File: src/rtl/aes_round_ctrl_if.sv
// rtl/aes_round_ctrl_if.sv - block handshake, key-fetch and datapath-control bundle for the AES round sequencer
interface aes_round_ctrl_if #(
  parameter int RND_W = 4
);
  logic             IN_VALID;
  logic             IN_READY;
  logic             MODE_256;
  logic             KEY_REQ;
  logic             KEY_RDY;
  logic [RND_W-1:0] ROUND;
  logic             LOAD_SEL;
  logic             STATE_EN;
  logic             LAST_ROUND;
  logic             OUT_VALID;
  logic             OUT_READY;
  logic             BUSY;

  modport master (
    input  IN_VALID, MODE_256, KEY_RDY, OUT_READY,
    output IN_READY, KEY_REQ, ROUND, LOAD_SEL, STATE_EN, LAST_ROUND, OUT_VALID, BUSY
  );

  modport slave (
    output IN_VALID, MODE_256, KEY_RDY, OUT_READY,
    input  IN_READY, KEY_REQ, ROUND, LOAD_SEL, STATE_EN, LAST_ROUND, OUT_VALID, BUSY
  );
endinterface

File: src/rtl/aes_round_ctrl.sv
// rtl/aes_round_ctrl.sv - round sequencer for the iterative AES-128/256 encryption core
module aes_round_ctrl #(
  parameter int STAGE_LAT = 3,
  parameter int RND_W     = 4
) (
  input  logic              CLK,
  input  logic              RST,
  aes_round_ctrl_if.master  bus
);

  typedef enum logic [2:0] {
    S_IDLE,
    S_LOAD,
    S_KEYWAIT,
    S_RUN,
    S_HOLD
  } state_t;

  state_t           state, state_nx;
  logic [RND_W-1:0] round, round_nx;
  logic [3:0]       cnt, cnt_nx;
  logic             mode, mode_nx;
  logic             armed;
  logic [RND_W-1:0] nr;
  logic             last_stage;

  assign nr         = mode ? RND_W'(14) : RND_W'(10);
  assign last_stage = (cnt == 4'(STAGE_LAT - 1));

  // armed keeps IN_READY low while in reset and raises it on the first edge after release
  always_ff @(posedge CLK or negedge RST) begin
    if (!RST) begin
      state <= S_IDLE;
      round <= '0;
      cnt   <= '0;
      mode  <= 1'b0;
      armed <= 1'b0;
    end else begin
      state <= state_nx;
      round <= round_nx;
      cnt   <= cnt_nx;
      mode  <= mode_nx;
      armed <= 1'b1;
    end
  end

  always_comb begin
    state_nx = state;
    round_nx = round;
    cnt_nx   = cnt;
    mode_nx  = mode;
    case (state)
      S_IDLE: begin
        if (bus.IN_VALID && armed) begin
          mode_nx  = bus.MODE_256;
          round_nx = '0;
          state_nx = S_LOAD;
        end
      end
      S_LOAD: begin
        round_nx = RND_W'(1);
        state_nx = S_KEYWAIT;
      end
      S_KEYWAIT: begin
        if (bus.KEY_RDY) begin
          cnt_nx   = '0;
          state_nx = S_RUN;
        end
      end
      S_RUN: begin
        cnt_nx = cnt + 4'd1;
        if (last_stage) begin
          cnt_nx = '0;
          if (round == nr) begin
            state_nx = S_HOLD;
          end else begin
            round_nx = round + RND_W'(1);
            state_nx = S_KEYWAIT;
          end
        end
      end
      S_HOLD: begin
        if (bus.OUT_READY) begin
          round_nx = '0;
          state_nx = S_IDLE;
        end
      end
      default: state_nx = S_IDLE;
    endcase
  end

  assign bus.IN_READY   = armed && (state == S_IDLE);
  assign bus.KEY_REQ    = (state == S_KEYWAIT);
  assign bus.ROUND      = round;
  assign bus.LOAD_SEL   = (state == S_LOAD);
  assign bus.STATE_EN   = (state == S_LOAD) || ((state == S_RUN) && last_stage);
  assign bus.LAST_ROUND = ((state == S_KEYWAIT) || (state == S_RUN)) && (round == nr);
  assign bus.OUT_VALID  = (state == S_HOLD);
  assign bus.BUSY       = (state != S_IDLE);

endmodule

File: src/flat_wrapper.sv
// flat-port wrapper written by rule: the top's interface ports become plain ports
module aes_round_ctrl_flat 
#(
  parameter int STAGE_LAT = 3,
  parameter int RND_W     = 4
)
  (CLK, RST, bus_IN_VALID, bus_MODE_256, bus_KEY_RDY, bus_OUT_READY, bus_IN_READY, bus_KEY_REQ, bus_ROUND, bus_LOAD_SEL, bus_STATE_EN, bus_LAST_ROUND, bus_OUT_VALID, bus_BUSY);
  aes_round_ctrl_if #(.RND_W(RND_W)) bus_i ();
  input  logic CLK;
  input  logic RST;
  input wire logic [$bits(bus_i.IN_VALID)-1:0] bus_IN_VALID;
  input wire logic [$bits(bus_i.MODE_256)-1:0] bus_MODE_256;
  input wire logic [$bits(bus_i.KEY_RDY)-1:0] bus_KEY_RDY;
  input wire logic [$bits(bus_i.OUT_READY)-1:0] bus_OUT_READY;
  output wire logic [$bits(bus_i.IN_READY)-1:0] bus_IN_READY;
  output wire logic [$bits(bus_i.KEY_REQ)-1:0] bus_KEY_REQ;
  output wire logic [$bits(bus_i.ROUND)-1:0] bus_ROUND;
  output wire logic [$bits(bus_i.LOAD_SEL)-1:0] bus_LOAD_SEL;
  output wire logic [$bits(bus_i.STATE_EN)-1:0] bus_STATE_EN;
  output wire logic [$bits(bus_i.LAST_ROUND)-1:0] bus_LAST_ROUND;
  output wire logic [$bits(bus_i.OUT_VALID)-1:0] bus_OUT_VALID;
  output wire logic [$bits(bus_i.BUSY)-1:0] bus_BUSY;
  assign bus_i.IN_VALID = bus_IN_VALID;
  assign bus_i.MODE_256 = bus_MODE_256;
  assign bus_i.KEY_RDY = bus_KEY_RDY;
  assign bus_i.OUT_READY = bus_OUT_READY;
  assign bus_IN_READY = bus_i.IN_READY;
  assign bus_KEY_REQ = bus_i.KEY_REQ;
  assign bus_ROUND = bus_i.ROUND;
  assign bus_LOAD_SEL = bus_i.LOAD_SEL;
  assign bus_STATE_EN = bus_i.STATE_EN;
  assign bus_LAST_ROUND = bus_i.LAST_ROUND;
  assign bus_OUT_VALID = bus_i.OUT_VALID;
  assign bus_BUSY = bus_i.BUSY;
  aes_round_ctrl #(.STAGE_LAT(STAGE_LAT), .RND_W(RND_W)) u_core (.CLK(CLK), .RST(RST), .bus(bus_i));
endmodule
File: config.mk
export PLATFORM = sky130hd
export DESIGN_NAME = aes_round_ctrl_flat
export DESIGN_NICKNAME = d
export VERILOG_FILES = /design/src/rtl/aes_round_ctrl_if.sv /design/src/rtl/aes_round_ctrl.sv /design/src/flat_wrapper.sv
export SDC_FILE = /design/constraint.sdc
export NUM_CORES = 1
export LEC_CHECK = 0
export CAP_MARGIN = 15
export CORE_MARGIN = 1
export CORE_UTILIZATION = 49
export CTS_CLUSTER_SIZE = 14
export DETAILED_ROUTE_END_ITERATION = 7
export GPL_TIMING_DRIVEN = 0
export PLACE_DENSITY = 0.8
export SYNTH_ARGS = -nofsm -noshare
export SYNTH_HDL_FRONTEND = slang
export SYNTH_SLANG_ARGS = --single-unit
export TNS_END_PERCENT = 100
File: constraint.sdc
create_clock -name CLK -period 2.46 [get_ports CLK]
set_input_delay 0.246 -clock CLK [delete_from_list [all_inputs] [get_ports CLK]]
set_output_delay 0.246 -clock CLK [all_outputs]
set_load 0.1 [all_outputs]
==> flow_metrics.tcl <==
set metrics [dict create \
    status "finished clean" \
    synth_cell_types 32 \
    required_ns 2.21 \
    syn_area_um2 801 \
    synth_top_area_share_pct 40.6 \
    ir_drop_mv 0.946 \
    hold_viol 0 \
    path_class "flop to output pin" \
    synth_common_cells "dfrtp_1, nor2_1, o21ai_0, inv_1" \
    start_util_pct 52.5 \
    synth_seq_cells 13 \
    syn_inst 87 \
    period_minus_slack_ns 2.29 \
    drive_above_1_share_pct 17.8 \
    synth_area_leaders "dfrtp_1, ha_1, o21ai_0" \
    clk_path_buf_depth 2 \
    crit_arrival_ns 2.04 \
    layout.nets 118 \
    grt_pass1_wl_um 2780 \
    drc 0 \
    placed_area_um2 995 \
    synth_edf_count 0 \
    rsz0062_at_grt "no" \
    fillerInstances 128 \
    cts_buffers 3 \
    yosysMostFrequentCell "dfrtp_1" \
    ys.warnings.count 0 \
    avgSynthCellArea_um2 9.20 \
    cts_root_buf "clkbuf_4" \
    ant_nets 0 \
    antenna_found_initial 0 \
    cp-end-kind "output pin" \
    yosysSeqAreaShare_pct 40.6 \
    grt_max_degree 14 \
    utilization_pct 66.1 \
    insertion_delay_ns 0.27 \
    synth.net_count 97 \
    area_growth_pct 25.8 \
    p_leak_uw 0.000484 \
    fp.dieArea_um2 1800 \
    slew_headroom_pct 35.7 \
    power.total_uw 1320 \
    place_hpwl_um 1190 \
    gp_congestion 0.781 \
    cts_hold_buf 0 \
    first_pass_iters 4 \
    coreArea_um2 1520 \
    maxSlewViolCount 0 \
    hold_class "input pin to async pin" \
    vias_per_cell 5.54 \
    clkTransAtPathRegs_ns 0.08 \
    crit_fanout 10 \
    grt_pass1_vias 642 \
    io_pins 17 \
    grt_overflow 0 \
    finalSetupViolCount 0 \
    wl_per_cell_um 12.7 \
    worst_slew_pin_slew_ns 0.962 \
    synth_area_leader_cell "dfrtp_1" \
    io_buffers 16 \
    fmax_ghz 0.437 \
    htreeDepth 1 \
    setup_ws_ns 0.171 \
    clock-sinks 13 \
    design_area_um2 1010 \
    finalCritPeriodShare_pct 93.0 \
    cts_tree "done" \
    die_h_um 42.4 \
    die_w_um 42.4 \
    antenna_cells 0 \
    maxCapViolations 0 \
    start_kind "flop" \
    grt_util_all_layers_pct 20.3 \
    synthFlopType "dfrtp_1" \
    power_density_nw_per_um2 1310 \
    pre_cts_slack_ns -0.183 \
    drt_iter0_markers 21 \
    async_flop_share_pct 100 \
    routed_wl_um 1560 \
    vias 682 \
    rows 14 \
    fin_skew_ns 0.00302 \
]
==> placed cells by master, fill, tap and decap left out, types with 2 or more instances in the layout <==
master / n
o21ai_0: 9
nand2b_1: 2
ha_1: 4
clkdlybuf4s50_1: 9
a41oi_1: 2
a31oi_1: 2
buf_2: 3
clkbuf_4: 3
nor3_1: 3
a21oi_1: 4
nand3_1: 2
dfrtp_1: 13
inv_1: 7
clkbuf_1: 2
dlygate4sd2_1: 4
nor2_1: 7
nor3b_1: 2
o32ai_1: 3
nand2_1: 5
==> where the power goes <==
part	total, uW	switching (uW)	internal, uW
Clock	129	66.3	62.7
Combinational	839	594	246
Sequential	350	68.7	281
==> final timing paths <==
kind	startpoint	endpoint	slack (ns)	cells past startpoint
worst min register to register	u_core.bus.ROUND[3]	u_core.bus.ROUND[3]	0.53	1
max in group asynchronous	RST	u_core.state[0]	1.72	1
worst min-delay path	RST	u_core.bus.ROUND[3]	0.35	1
worst max-delay path	u_core.state[2]	bus_KEY_REQ	0.17	4
min in group CLK	u_core.bus.ROUND[3]	u_core.bus.ROUND[3]	0.53	1
worst max register to register	u_core.cnt[0]	u_core.bus.ROUND[0]	0.62	7
==> cell type report <==
class	instances	area, um^2	share of cell area (%)
timing repair buffer	16	146	14.5
clock buffer	4	26.3	2.61
tap	16	20.0	1.99
inverter	7	26.3	2.61
sequential	13	325	32.3
multi-input combinational	63	438	43.5
buffer	4	25.0	2.48
==> sequential cells by signal, summed over array words and instances (netlist names) <==
| signal | count |
|---|---|
| u_core.armed | 1 |
| u_core.cnt | 4 |
| u_core.state | 3 |
| u_core.bus.ROUND | 4 |
| u_core.mode | 1 |
==> layer usage <==
layer	up-vias	GRT usage, %	routed length (um)
li1	347	-	-
met1	320	27.9	780
met2	15	31.7	726
met3	0	3.88	51
met4	0	7.50	0
met5	-	0	0
==> metrics by stage <==
stage	hold slack [ns]	instances	setup TNS, ns
6_report	0.352	123	0
5_1_grt	0.400	123	0
4_1_cts	0.366	123	0
3_5_place_dp	0.524	119	-0.191
3_3_place_gp	0.516	119	-0.172
2_1_floorplan	-0.0496	87	-0.0824
==> kinds of logic (layout without fill, tap and decap cells) <==
family / after synthesis / after routing / synth area share [%]
compound gates: 25 / 25 / 20.6
xor+xnor: 1 / 1 / 1.09
fa+ha+maj: 4 / 4 / 6.25
buf+inv: 11 / 31 / 6.41
flops: 13 / 13 / 40.6
mux: 2 / 2 / 3.28
other cells: 1 / 1 / 0.468
simple gates: 30 / 30 / 21.3
==> timing repair <==
action	in CTS	in global routing
resized for setup	11	4
setup endpoints to repair	7	2
setup buffers	0	0
==> worst max-delay path: stages (launching register included) <==
cell and delay, ns:
dfrtp_1 0.37, clkbuf_1 0.18, nand2b_1 0.25, nor2_1 0.11
dlygate4sd2_1 0.86
No activity file was read; power rests on OpenSTA's default activity.
